<file path="src/rtl/dmem_arb_pkg.sv">
// Shared types and constants for the data-memory arbiter.
package dmem_arb_pkg;

  typedef enum logic {
    ARB_IDLE  = 1'b0,
    ARB_FORCE = 1'b1
  } arb_state_e;

  localparam int unsigned WAIT_CNT_WIDTH = 8;
  localparam int unsigned STAT_CNT_WIDTH = 16;

  // Saturating increment for the statistics counters
  function automatic logic [STAT_CNT_WIDTH-1:0] sat_inc(input logic [STAT_CNT_WIDTH-1:0] v);
    return (v == '1) ? v : v + 1'b1;
  endfunction

endpackage

</file>
<file path="src/rtl/dmem_arb_starve_cnt.sv">
// Debug starvation counter: counts cycles a debug request waits unacknowledged
// and requests a forced slot on the edge where the count reaches DBG_MAX_WAIT.
module dmem_arb_starve_cnt
  import dmem_arb_pkg::*;
#(
  parameter int unsigned DBG_MAX_WAIT = 4
) (
  input  logic clock,
  input  logic reset,
  input  logic dbg_req_i,
  input  logic dbg_ack_i,
  output logic force_req_o
);

  localparam logic [WAIT_CNT_WIDTH-1:0] MAX_WAIT = WAIT_CNT_WIDTH'(DBG_MAX_WAIT);

  logic [WAIT_CNT_WIDTH-1:0] wait_cnt_q, wait_cnt_d;

  // Next wait count (saturating) and the force request on the final increment
  always_comb begin
    wait_cnt_d  = '0;
    force_req_o = 1'b0;
    if (dbg_req_i && !dbg_ack_i) begin
      if (wait_cnt_q != MAX_WAIT) begin
        wait_cnt_d  = wait_cnt_q + 1'b1;
        force_req_o = (wait_cnt_q == MAX_WAIT - 1'b1);
      end else begin
        wait_cnt_d  = wait_cnt_q;
      end
    end
  end

  // Wait counter register
  always_ff @(posedge clock or posedge reset) begin
    if (reset) wait_cnt_q <= '0;
    else       wait_cnt_q <= wait_cnt_d;
  end

endmodule

</file>
<file path="src/rtl/dmem_arbiter.sv">
// Data-memory arbiter between the EX load/store path and the debug/loader port.
// EX has priority; a starving debug request gets one forced slot (EX stalled).
// Optional statistics counters are built when DMEM_ARB_STATS_EN is defined.
module dmem_arbiter
  import dmem_arb_pkg::*;
#(
  parameter int unsigned DMEM_ADDR_WIDTH = 12,
  parameter int unsigned DMEM_WORD_WIDTH = 16,
  parameter int unsigned DBG_MAX_WAIT    = 4
) (
  input  logic                       clock,
  input  logic                       reset,
  input  logic                       in_ex_load,
  input  logic                       in_ex_store,
  input  logic [DMEM_ADDR_WIDTH-1:0] in_ex_rd_addr,
  input  logic [DMEM_ADDR_WIDTH-1:0] in_ex_wr_addr,
  input  logic [DMEM_WORD_WIDTH-1:0] in_ex_wr_word,
  output logic                       out_stall_ex,
  input  logic                       in_dbg_req,
  input  logic                       in_dbg_we,
  input  logic [DMEM_ADDR_WIDTH-1:0] in_dbg_addr,
  input  logic [DMEM_WORD_WIDTH-1:0] in_dbg_wdata,
  output logic                       out_dbg_ack,
  output logic                       out_dbg_rvalid,
  output logic [DMEM_WORD_WIDTH-1:0] out_dbg_rdata,
  output logic [DMEM_ADDR_WIDTH-1:0] out_dmem_addr,
  output logic                       out_dmem_re,
  output logic                       out_dmem_we,
  output logic [DMEM_WORD_WIDTH-1:0] out_dmem_wdata,
  input  logic [DMEM_WORD_WIDTH-1:0] in_dmem_rd_word,
  output logic [15:0]                out_stat_force_cnt,
  output logic [15:0]                out_stat_dbg_cnt
);

  arb_state_e state_q, state_d;
  logic       force_req;
  logic       dbg_ack;
  logic       rd_pend_q;

  dmem_arb_starve_cnt #(
    .DBG_MAX_WAIT (DBG_MAX_WAIT)
  ) u_starve_cnt (
    .clock       (clock),
    .reset       (reset),
    .dbg_req_i   (in_dbg_req),
    .dbg_ack_i   (dbg_ack),
    .force_req_o (force_req)
  );

  // State register
  always_ff @(posedge clock or posedge reset) begin
    if (reset) state_q <= ARB_IDLE;
    else       state_q <= state_d;
  end

  // Next state: forced slot lasts exactly one cycle
  always_comb begin
    state_d = state_q;
    case (state_q)
      ARB_IDLE:  if (force_req) state_d = ARB_FORCE;
      ARB_FORCE: state_d = ARB_IDLE;
      default:   state_d = ARB_IDLE;
    endcase
  end

  // Stall is a pure function of the registered state
  assign out_stall_ex = (state_q == ARB_FORCE);

  // Memory port mux and debug ack; everything held at 0 while reset is high
  always_comb begin
    out_dmem_addr  = '0;
    out_dmem_re    = 1'b0;
    out_dmem_we    = 1'b0;
    out_dmem_wdata = '0;
    dbg_ack        = 1'b0;
    if (!reset) begin
      if (state_q == ARB_IDLE && in_ex_store) begin
        // store wins over a simultaneous (illegal) load
        out_dmem_addr  = in_ex_wr_addr;
        out_dmem_we    = 1'b1;
        out_dmem_wdata = in_ex_wr_word;
      end else if (state_q == ARB_IDLE && in_ex_load) begin
        out_dmem_addr  = in_ex_rd_addr;
        out_dmem_re    = 1'b1;
      end else if (in_dbg_req) begin
        out_dmem_addr  = in_dbg_addr;
        out_dmem_re    = ~in_dbg_we;
        out_dmem_we    = in_dbg_we;
        out_dmem_wdata = in_dbg_we ? in_dbg_wdata : '0;
        dbg_ack        = 1'b1;
      end
    end
  end

  assign out_dbg_ack = dbg_ack;

  // Debug read pending: memory data returns one cycle after the read enable
  always_ff @(posedge clock or posedge reset) begin
    if (reset) rd_pend_q <= 1'b0;
    else       rd_pend_q <= dbg_ack & ~in_dbg_we;
  end

  assign out_dbg_rvalid = rd_pend_q;
  assign out_dbg_rdata  = rd_pend_q ? in_dmem_rd_word : '0;

`ifdef DMEM_ARB_STATS_EN
  logic [STAT_CNT_WIDTH-1:0] force_cnt_q, dbg_cnt_q;

  // Saturating counts of forced cycles and debug grants
  always_ff @(posedge clock or posedge reset) begin
    if (reset) begin
      force_cnt_q <= '0;
      dbg_cnt_q   <= '0;
    end else begin
      if (state_q == ARB_FORCE) force_cnt_q <= sat_inc(force_cnt_q);
      if (dbg_ack)              dbg_cnt_q   <= sat_inc(dbg_cnt_q);
    end
  end

  assign out_stat_force_cnt = force_cnt_q;
  assign out_stat_dbg_cnt   = dbg_cnt_q;
`else
  assign out_stat_force_cnt = '0;
  assign out_stat_dbg_cnt   = '0;
`endif

endmodule

</file>
<file path="config.mk">
export PLATFORM = sky130hd
export DESIGN_NAME = dmem_arbiter
export DESIGN_NICKNAME = d
export VERILOG_FILES = /design/src/rtl/dmem_arb_pkg.sv /design/src/rtl/dmem_arb_starve_cnt.sv /design/src/rtl/dmem_arbiter.sv
export SDC_FILE = /design/constraint.sdc
export NUM_CORES = 1
export LEC_CHECK = 0
export CAP_MARGIN = 15
export CORE_MARGIN = 2
export CORE_UTILIZATION = 30
export DETAILED_ROUTE_END_ITERATION = 7
export PLACE_DENSITY_LB_ADDON = 0.1
export SETUP_SLACK_MARGIN = 0.15
export SLEW_MARGIN = 20
export SYNTH_ARGS = -nofsm -noshare
export SYNTH_HDL_FRONTEND = slang
export SYNTH_SLANG_ARGS = --single-unit
</file>
<file path="constraint.sdc">
create_clock -name clock -period 4.3 [get_ports clock]
set_input_delay 1.29 -clock clock [delete_from_list [all_inputs] [get_ports clock]]
set_output_delay 1.29 -clock clock [all_outputs]
set_load 0.005 [all_outputs]
</file>
==> impl_metrics.json, run 1 <==
{
  "synth_edf_count": 0,
  "slew_violations": 0,
  "combPwrFrac": 0.499,
  "syn_to_final_growth_pct": 95.4,
  "vdd_drop_max_v": 0.000127,
  "rsz0062_at_grt": "no",
  "cp_top_family": "buffers and inverters",
  "synth.largest_area_cell": "dfrtp_1",
  "p_total_mw": 0.441,
  "synth_cell_types": 38,
  "synth_flop_cell": "dfrtp_1",
  "grtUsageTotal": 0.170,
  "synth_area_per_cell_um2": 7.88,
  "ys_async_sr_fraction": 1.00,
  "skew_ns": 0.00325,
  "vias": 1855,
  "syn_area_um2": 1540,
  "crit_fanout": 19,
  "rows": 26,
  "crit_arrival_ns": 2.71,
  "grt_max_degree": 20,
  "finalSetupTns_ns": 0,
  "end_kind": "primary output",
  "coreArea_um2": 5010,
  "initial_core_util": 0.307,
  "path_class": "in2out",
  "seqPwrFrac": 0.229,
  "antenna_left": 0,
  "period_minus_slack_ns": 4.00,
  "slowest_delay_ns": 0.47,
  "die_h_um": 75.6,
  "cap_violations": 0,
  "finalWirelength_mm": 5.32,
  "worstHoldPathType": "reg2reg",
  "path_cells": "clkdlybuf4s50_1 -> buf_4 -> inv_1 -> and3_1 -> clkdlybuf4s50_1",
  "synthCells": 195,
  "outcome": "complete, no violations",
  "place_ws_ns": -0.139,
  "port_buffers": 138,
  "switching_power_mw": 0.123,
  "first_global_vias": 1676,
  "layout-drive-gt1-share": 0.110,
  "ys_seq_area_frac": 0.163,
  "yosysWarnings": 0,
  "clk_path_buf_depth": 2,
  "max_freq_mhz": 250,
  "worst_hold_slack_ns": 0.586,
  "fillers": 510,
  "ios": 171,
  "fin_cells": 407,
  "regArea_um2": 250,
  "synth.top_cells.by_count": "33 x buf_4, 16 x and2_1, 16 x mux2i_1, 15 x nand2_1",
  "final_nets": 429,
  "critical_path.slowest_cell": "clkdlybuf4s50_1",
  "drt_iter0_markers": 30,
  "dp_hpwl_mm": 4.40,
  "setup_viol": 0,
  "fp.dieW_um": 75.6,
  "dp_cells": 400,
  "clock_latency_ns": 0.24,
  "powerDensity_nw_per_um2": 147,
  "finalHoldViolations": 0,
  "switching_share": 0.279,
  "grt_overflow_total": 0,
  "htree_levels": 1,
  "clk_pin_slew_ns": 0.05,
  "min_period_over_period": 0.930,
  "cts_root_buf": "clkbuf_8",
  "finalInstanceArea_um2": 3000,
  "placed_cell_area_um2": 2920,
  "yosysMostFrequentCell": "buf_4",
  "crit_top_cell": "clkdlybuf4s50_1",
  "wl_per_cell_um": 13.1,
  "drc": 0,
  "leakage_nw": 1.37,
  "gp_congestion": 0.724,
  "cts_tree": "yes",
  "cp.buffers_inverters": 4,
  "synth.area.top_cells": "dfrtp_1 16%, buf_4 16%, mux2i_1 10%",
  "setup_ws_ns": 0.301,
  "final_util": 0.599,
  "hold_buffers": 0,
  "cts_sinks": 10,
  "die_area_um2": 5710,
  "dr.pass1.iters": 4,
  "ys_seq_elements": 10,
  "antenna_found_initial": 1,
  "multi_input_area_um2": 1080,
  "numCtsBuffers": 3,
  "yosysTopAreaCellShare": 0.163,
  "start_kind": "input pin",
  "grt_pass1_wl_mm": 7.70,
  "required_ns": 3.01,
  "avgViaCountPerCell": 4.56,
  "p_int_mw": 0.318,
  "power_frac_clock": 0.271
}
[cell usage in the layout, fill, tap and decap left out]
cell type	n
xor2_1	1
dlygate4sd2_1	28
buf_4	10
a21bo_2	1
conb_1	32
a211o_1	1
a221oi_2	1
ha_1	2
nand2_1	15
diode_2	1
inv_1	5
nor2b_4	1
dlymetal6s2s_1	4
clkdlybuf4s50_1	106
a221oi_1	11
clkbuf_8	4
a31oi_1	1
o22ai_1	12
nand2b_1	3
or3_1	3
and3_1	1
and2_1	16
mux2i_1	15
nor2_1	6
nor3_4	1
nand4_1	2
buf_12	4
a211oi_1	1
nor3b_1	1
a31oi_4	1
and4bb_2	1
o21ba_2	1
dfrtp_1	10
a21oi_1	6
o21ai_2	2
nor3_1	9
mux2i_2	1
nor3_2	9
o21ai_0	3
nand3_1	5
[final cells by class]
| class | instances | area share |
|---|---|---|
| Timing Repair Buffer | 152 | 0.504 |
| Multi-Input combinational cell | 165 | 0.358 |
| Sequential cell | 10 | 0.0834 |
| Tap cell | 70 | 0.0292 |
| Clock buffer | 4 | 0.0183 |
| Inverter | 5 | 0.00625 |
| Antenna cell | 1 | 0.000834 |
[tightest hold or removal path, delay by kind of cell, from the launching register on]
family	cells	cell delay [ns]
AOI/OAI and AO/OA	1	0.06
DFF	1	0.41
and+or+nand+nor	1	0.08
[metal layers]
| layer | global-route usage | vias to the layer above | part of all wire |
|---|---|---|---|
| met3 | 0.0476 | 2 | 0.11 |
| met2 | 0.313 | 75 | 0.51 |
| met5 | 0 | - | 0 |
| li1 | - | 927 | - |
| met4 | 0.0292 | 0 | 0.0015 |
| met1 | 0.197 | 851 | 0.38 |
[power by group through the flow]
stage,registers (mW),clock network (mW),logic [mW]
floorplan,0.101,0,0.108
global placement,0.102,0,0.226
detailed placement,0.103,0,0.228
CTS,0.101,0.121,0.223
global route,0.102,0.128,0.243
finish,0.101,0.120,0.220
[cells by family after synthesis]
family	Yosys count	synth area share
muxes	16	0.104
buffers and inverters	51	0.225
adders and majority gates	2	0.0163
and+or+nand+nor	73	0.287
AOI/OAI and AO/OA	41	0.197
other	1	0.00244
DFF	10	0.163
xor gates and xnor gates	1	0.00570
[sequential cells by signal, indices dropped and copies added (netlist names)]
register	flops
out_stall_ex	1
out_dbg_rvalid	1
u_starve_cnt.wait_cnt_q	8
[what timing repair did]
| action | in CTS | in global routing |
|---|---|---|
| resized for setup | 31 | 5 |
| endpoints found under the hold margin | 0 | 0 |
| setup endpoints to repair | 30 | 5 |
| pin swaps | 1 | 1 |
| buffers inserted | 2 | 0 |
[worst paths after layout]
path	slack (ns)	from	depth (start not counted)	endpoint
worst max-delay path	0.30	reset	5	out_dbg_ack
worst min-delay path	0.59	u_starve_cnt.wait_cnt_q[1]	2	u_starve_cnt.wait_cnt_q[1]
worst max register to register	2.87	u_starve_cnt.wait_cnt_q[0]	5	u_starve_cnt.wait_cnt_q[3]
worst min register to register	0.59	u_starve_cnt.wait_cnt_q[1]	2	u_starve_cnt.wait_cnt_q[1]
max in group asynchronous	2.54	reset	4	out_stall_ex
min in group asynchronous	1.62	reset	4	u_starve_cnt.wait_cnt_q[4]
No activity file was read; power rests on OpenSTA's default activity.
==> inputs of run 2 (changes only) <==
--- a/config.mk
+++ b/config.mk
@@ -14,4 +14,5 @@
 export SLEW_MARGIN = 20
 export SYNTH_ARGS = -nofsm -noshare
 export SYNTH_HDL_FRONTEND = slang
+export SYNTH_HIERARCHICAL = 1
 export SYNTH_SLANG_ARGS = --single-unit
==> run 2 against run 1 <==
Compared with the run above: final area stayed put; via count down 4.3%; combinational power about the same.
==> impl_metrics.json, run 2 <==
{
  "path_cells": "clkdlybuf4s50_1 -> a31oi_4 -> buf_12 -> nor2_1 -> clkdlybuf4s50_1",
  "finalInstanceArea_um2": 3000,
  "grt_overflow_total": 0,
  "crit_fanout": 17,
  "start_kind": "input pin",
  "synth_edf_count": 0,
  "htree_levels": 1,
  "worstRegToRegCells": 7,
  "cts_sinks": 10,
  "slowest_delay_ns": 0.60,
  "grt_max_degree": 19,
  "slew_violations": 0,
  "yosysMostFrequentCell": "buf_4",
  "placed_cell_area_um2": 2850,
  "final_nets": 425,
  "crit_top_cell": "clkdlybuf4s50_1",
  "min_period_over_period": 0.943,
  "final_util": 0.631,
  "max_freq_mhz": 247,
  "cts_root_buf": "clkbuf_8",
  "yosysWarnings": 6,
  "final_common_cell": "clkdlybuf4s50_1",
  "syn_to_final_growth_pct": 102,
  "ios": 171,
  "powerDensity_nw_per_um2": 146,
  "finalWirelength_mm": 5.68,
  "finalHoldViolations": 0,
  "clk_pin_slew_ns": 0.05,
  "ys_async_sr_fraction": 1.00,
  "ys_seq_elements": 10,
  "outcome": "complete, no violations",
  "dr.pass1.iters": 4,
  "path_class": "in2out",
  "synth.top_cells.by_count": "33 x buf_4, 28 x and2_1, 18 x nor3_1, 16 x mux2i_1, 12 x a221o_1",
  "required_ns": 3.01,
  "mostFrequentLayoutCells": "105 x clkdlybuf4s50_1, 32 x conb_1, 28 x and2_1, 27 x dlygate4sd2_1, 18 x nor3_1",
  "antenna_left": 0,
  "cap_violations": 0,
  "avgViaCountPerCell": 4.45,
  "cp.buffers_inverters": 3,
  "synth_cell_types": 39,
  "clk_path_buf_depth": 2,
  "skew_ns": 0.00184,
  "diodes": 0,
  "critical_path.slowest_cell": "clkdlybuf4s50_1",
  "worstHoldPathType": "reg2reg",
  "numCtsBuffers": 3,
  "synth_flop_cell": "dfrtp_1",
  "rsz0062_at_grt": "no",
  "drt_iter0_markers": 43,
  "holdPathStages": 2,
  "gp_congestion": 0.848,
  "top_register": "u_starve_cnt/wait_cnt_q",
  "die_h_um": 74.4,
  "antenna_found_initial": 0,
  "dp_hpwl_mm": 4.42,
  "hold_buffers": 0,
  "clock_latency_ns": 0.23,
  "fp.dieW_um": 74.4,
  "largest_register_ffs": 8,
  "cts_tree": "yes",
  "grt_pass1_wl_mm": 8.19,
  "syn_area_um2": 1490,
  "layout-drive-gt1-share": 0.108,
  "setup_viol": 0,
  "drc": 0,
  "synthCells": 183,
  "cp_top_family": "buffers and inverters",
  "vdd_drop_max_v": 0.000232,
  "first_global_vias": 1648,
  "wl_per_cell_um": 14.2,
  "grtUsageTotal": 0.189,
  "ys_seq_area_frac": 0.168,
  "yosysTopAreaCellShare": 0.168,
  "cp_num_cells": 5,
  "initial_core_util": 0.313,
  "synth.largest_area_cell": "dfrtp_1",
  "leakage_nw": 1.45,
  "synth_area_per_cell_um2": 8.13,
  "end_kind": "primary output",
  "period_minus_slack_ns": 4.05,
  "coreArea_um2": 4750,
  "synth.area.top_cells": "dfrtp_1 17%, buf_4 17%, and2_1 12%",
  "vias": 1775,
  "crit_arrival_ns": 2.76,
  "port_buffers": 138,
  "rows": 25,
  "die_area_um2": 5540,
  "finalSetupTns_ns": 0
}
## run 2: cell types whose count changed after synthesis, sizes merged, moves of 2 or more
| cell | previous run | this run |
|---|---|---|
| and2 | 16 | 29 |
| nand2 | 15 | 2 |
| a221o | 0 | 12 |
| a221oi | 12 | 0 |
| o22ai | 12 | 0 |
| clkbuf | 6 | 3 |
| nor2 | 6 | 3 |
| nor2b | 1 | 3 |
| nor4b | 0 | 2 |
## run 2: through the flow
step / hold WS (ns) / setup WS, ns / std cells / power, mW
4_1_cts: 0.589 / 0.0508 / 397 / 0.442
6_report: 0.594 / 0.245 / 399 / 0.439
3_5_place_dp: 0.580 / -0.116 / 386 / 0.324
2_1_floorplan: 0.542 / 0.871 / 214 / 0.204
5_1_grt: 0.634 / 0.170 / 399 / 0.467
3_3_place_gp: 0.568 / -0.0692 / 386 / 0.322
## run 2: final timing paths
check	slack [ns]	start	end
worst max-delay path	0.25	in_dbg_we	out_dmem_we
worst min-delay path	0.59	u_starve_cnt/wait_cnt_q[7]	u_starve_cnt/wait_cnt_q[7]
worst max register to register	2.07	out_stall_ex	out_stall_ex
worst min register to register	0.59	u_starve_cnt/wait_cnt_q[7]	u_starve_cnt/wait_cnt_q[7]
max in group asynchronous	2.58	reset	u_starve_cnt/wait_cnt_q[0]
min in group asynchronous	1.28	reset	out_dbg_rvalid
## run 2: power by group
part | total, mW | internal [mW] | switching, mW
registers | 0.105 | 0.0978 | 0.00708
clock network | 0.117 | 0.0804 | 0.0362
logic | 0.218 | 0.142 | 0.0754
## run 2: kinds of logic after synthesis
family / count (synthesis) / synth area share
compound gates: 28 / 0.155
xor+xnor: 1 / 0.00589
fa+ha+maj: 2 / 0.0168
buf+inv: 49 / 0.230
flops: 10 / 0.168
mux: 16 / 0.108
other cells: 1 / 0.00252
simple gates: 76 / 0.315
## run 2: cell type report
type	count	area, µm²
Clock buffer	4	55.1
Fill cell	451	1750
Inverter	6	22.5
Multi-Input combinational cell	155	1040
Sequential cell	10	250
Tap cell	67	83.8
Timing Repair Buffer	157	1550
## run 2: worst reg2reg max path: cells and delay by family, from the launching register on
family	cells	cell delay, ns
AND/OR/NAND/NOR	4	1.06
AO/OA/AOI/OAI	1	0.34
buffers and inverters	2	0.29
flip-flops	1	0.48
## run 2: per-layer routing
layer / GRT usage / routed length, µm / up-vias
met5: 0 / 0 / -
met4: 0.0258 / 43 / 0
met3: 0.0352 / 405 / 4
met2: 0.356 / 3000 / 70
met1: 0.226 / 2230 / 814
li1: - / - / 887
## run 2: what timing repair did
item / 4_1_cts / 5_1_grt
gates resized for setup: 32 / 7
setup buffers: 5 / 2
gates cloned: 2 / 0
pin swaps: 1 / 0
setup endpoints to repair: 30 / 6
==> inputs of run 3 (changes only) <==
==> constraint.sdc (replaced) <==
create_clock -name clock -period 4.9 [get_ports clock]
set_input_delay 1.47 -clock clock [delete_from_list [all_inputs] [get_ports clock]]
set_output_delay 1.47 -clock clock [all_outputs]
set_load 0.005 [all_outputs]
==> run 3 against run 2 <==
Compared with the run above: worst setup slack better by 0.057 ns; power is 12% lower; via count is 2.4% lower; clock power is 11% lower; routed wire length is 3.7% lower; critical endpoint is now out_dmem_wdata[2]; highest routed layer unchanged.
==> impl_metrics.json, run 3 (same netlist as run 2, synthesis figures left out) <==
{
  "grt_max_degree": 19,
  "vias": 1733,
  "end_kind": "primary output",
  "mostFrequentLayoutCells": "135 x clkdlybuf4s50_1, 32 x conb_1, 28 x and2_1, 18 x nor3_1, 16 x mux2i_1",
  "dp_hpwl_mm": 4.40,
  "worstHoldPathType": "reg2reg",
  "finalWirelength_mm": 5.47,
  "clock_latency_ns": 0.24,
  "worstRegToRegCells": 5,
  "max-slew-margin-rel": 0.638,
  "required_ns": 3.43,
  "numCtsBuffers": 3,
  "skew_ns": 0.00208,
  "hold_end": "u_starve_cnt/wait_cnt_q[7]",
  "min_from": "u_starve_cnt/wait_cnt_q[7]",
  "antenna_left": 0,
  "rows": 25,
  "fp.dieW_um": 74.4,
  "htree_levels": 1,
  "vdd_drop_max_v": 0.000150,
  "holdPathStages": 2,
  "cts_sinks": 10,
  "die_h_um": 74.4,
  "grt_pass1_wl_mm": 7.89,
  "powerDensity_nw_per_um2": 133,
  "leakage_nw": 1.22,
  "coreArea_um2": 4750,
  "wl_per_cell_um": 14.2,
  "met2_usage": 0.325,
  "final_common_cell": "clkdlybuf4s50_1",
  "grtUsageTotal": 0.181,
  "ios": 171,
  "use_met1": 0.224,
  "top_register": "u_starve_cnt/wait_cnt_q",
  "syn_to_final_growth_pct": 95.1,
  "rr_startpoint": "out_stall_ex",
  "final_nets": 411,
  "clk_pin_slew_ns": 0.05,
  "path_class": "in2out",
  "max_freq_mhz": 218,
  "finalHoldViolations": 0,
  "port_buffers": 138,
  "rsz0062_at_grt": "no",
  "first_global_vias": 1559,
  "dr.pass1.iters": 4,
  "placed_cell_area_um2": 2810,
  "gp_congestion": 0.820,
  "min_period_over_period": 0.938,
  "slew_violations": 0,
  "initial_core_util": 0.313,
  "finalSetupTns_ns": 0,
  "avgViaCountPerCell": 4.50,
  "top_usage_layer": "met2",
  "setup_viol": 0,
  "drc": 0,
  "drt_iter0_markers": 63,
  "largest_register_ffs": 8,
  "cts_tree": "yes",
  "finalInstanceArea_um2": 2900,
  "grt_overflow_total": 0,
  "hold_buffers": 0,
  "clk_path_buf_depth": 2,
  "crit_fanout": 17,
  "layout-drive-gt1-share": 0.0660,
  "die_area_um2": 5540,
  "worst_pin_slew_ns": 0.542,
  "start_kind": "input pin",
  "met3_usage": 0.0339,
  "ff2ff_setup_slack_ns": 2.89,
  "crit_arrival_ns": 3.13,
  "antenna_found_initial": 0,
  "timing.rr.end": "out_stall_ex",
  "outcome": "complete, no violations",
  "cts_root_buf": "clkbuf_8",
  "diodes": 0,
  "cap_violations": 0,
  "period_minus_slack_ns": 4.60
}
run 3: cell types whose count changed in the layout (fill, tap and decap cells not counted), sizes merged:
cell           delta
clkdlybuf4s15     +1
dlymetal6s2s      -3
buf              -15
dlygate4sd2      -27
clkdlybuf4s50    +30
run 3: critical path, stage by stage:
cell             delay, ns
clkdlybuf4s50_1       0.62
a31oi_4               0.14
buf_12                0.17
nor3_1                0.19
clkdlybuf4s50_1       0.54
run 3: worst max path at each step:
stage | start | endpoint | depth (start not counted)
6_report | in_dbg_req | out_dmem_wdata[2] | 5
5_1_grt | in_dbg_req | out_dmem_wdata[2] | 5
4_1_cts | in_ex_store | out_dmem_addr[0] | 5
3_5_place_dp | in_ex_store | out_dmem_wdata[13] | 6
3_3_place_gp | in_ex_store | out_dmem_wdata[10] | 6
2_1_floorplan | in_ex_store | out_dmem_addr[10] | 5
run 3: metrics by stage:
step / total power [mW] / instances / util / hold WS [ns] / setup slack (ns)
after floorplan: 0.179 / 214 / - / 0.542 / 1.11
after global placement: 0.279 / 380 / 0.591 / 0.571 / 0.162
after detailed placement: 0.281 / 380 / 0.591 / 0.580 / 0.115
after CTS: 0.390 / 384 / 0.603 / 0.587 / 0.153
after global routing: 0.413 / 385 / 0.611 / 0.653 / 0.229
final: 0.387 / 385 / 0.611 / 0.588 / 0.302
run 3: report_power, final:
part | internal [mW] | switching [mW] | leakage (nW)
Clock | 0.0707 | 0.0331 | 0.0288
Combinational | 0.126 | 0.0645 | 1.05
Sequential | 0.0858 | 0.00620 | 0.137
run 3: timing repair:
action / 4_1_cts / 5_1_grt
pin swaps: 0 / 1
cloned: 0 / 1
resized for setup: 1 / 5
buffers inserted: 0 / 0
setup endpoints to repair: 22 / 26
run 3: final cells by class:
| cell class | instances | area (µm²) |
|---|---|---|
| flip-flops and latches | 10 | 250 |
| well taps | 67 | 83.8 |
| repair buffers | 143 | 1460 |
| fillers | 439 | 1850 |
| multi-input cells | 155 | 1040 |
| inverters | 6 | 22.5 |
| clock buffers | 4 | 55.1 |
run 3: layer usage:
metal | share of wire | wire length (µm) | vias to the layer above
met4 | 0.013 | 73 | 0
met1 | 0.40 | 2160 | 793
li1 | - | - | 861
met2 | 0.51 | 2810 | 73
met5 | 0 | 0 | -
met3 | 0.078 | 427 | 6
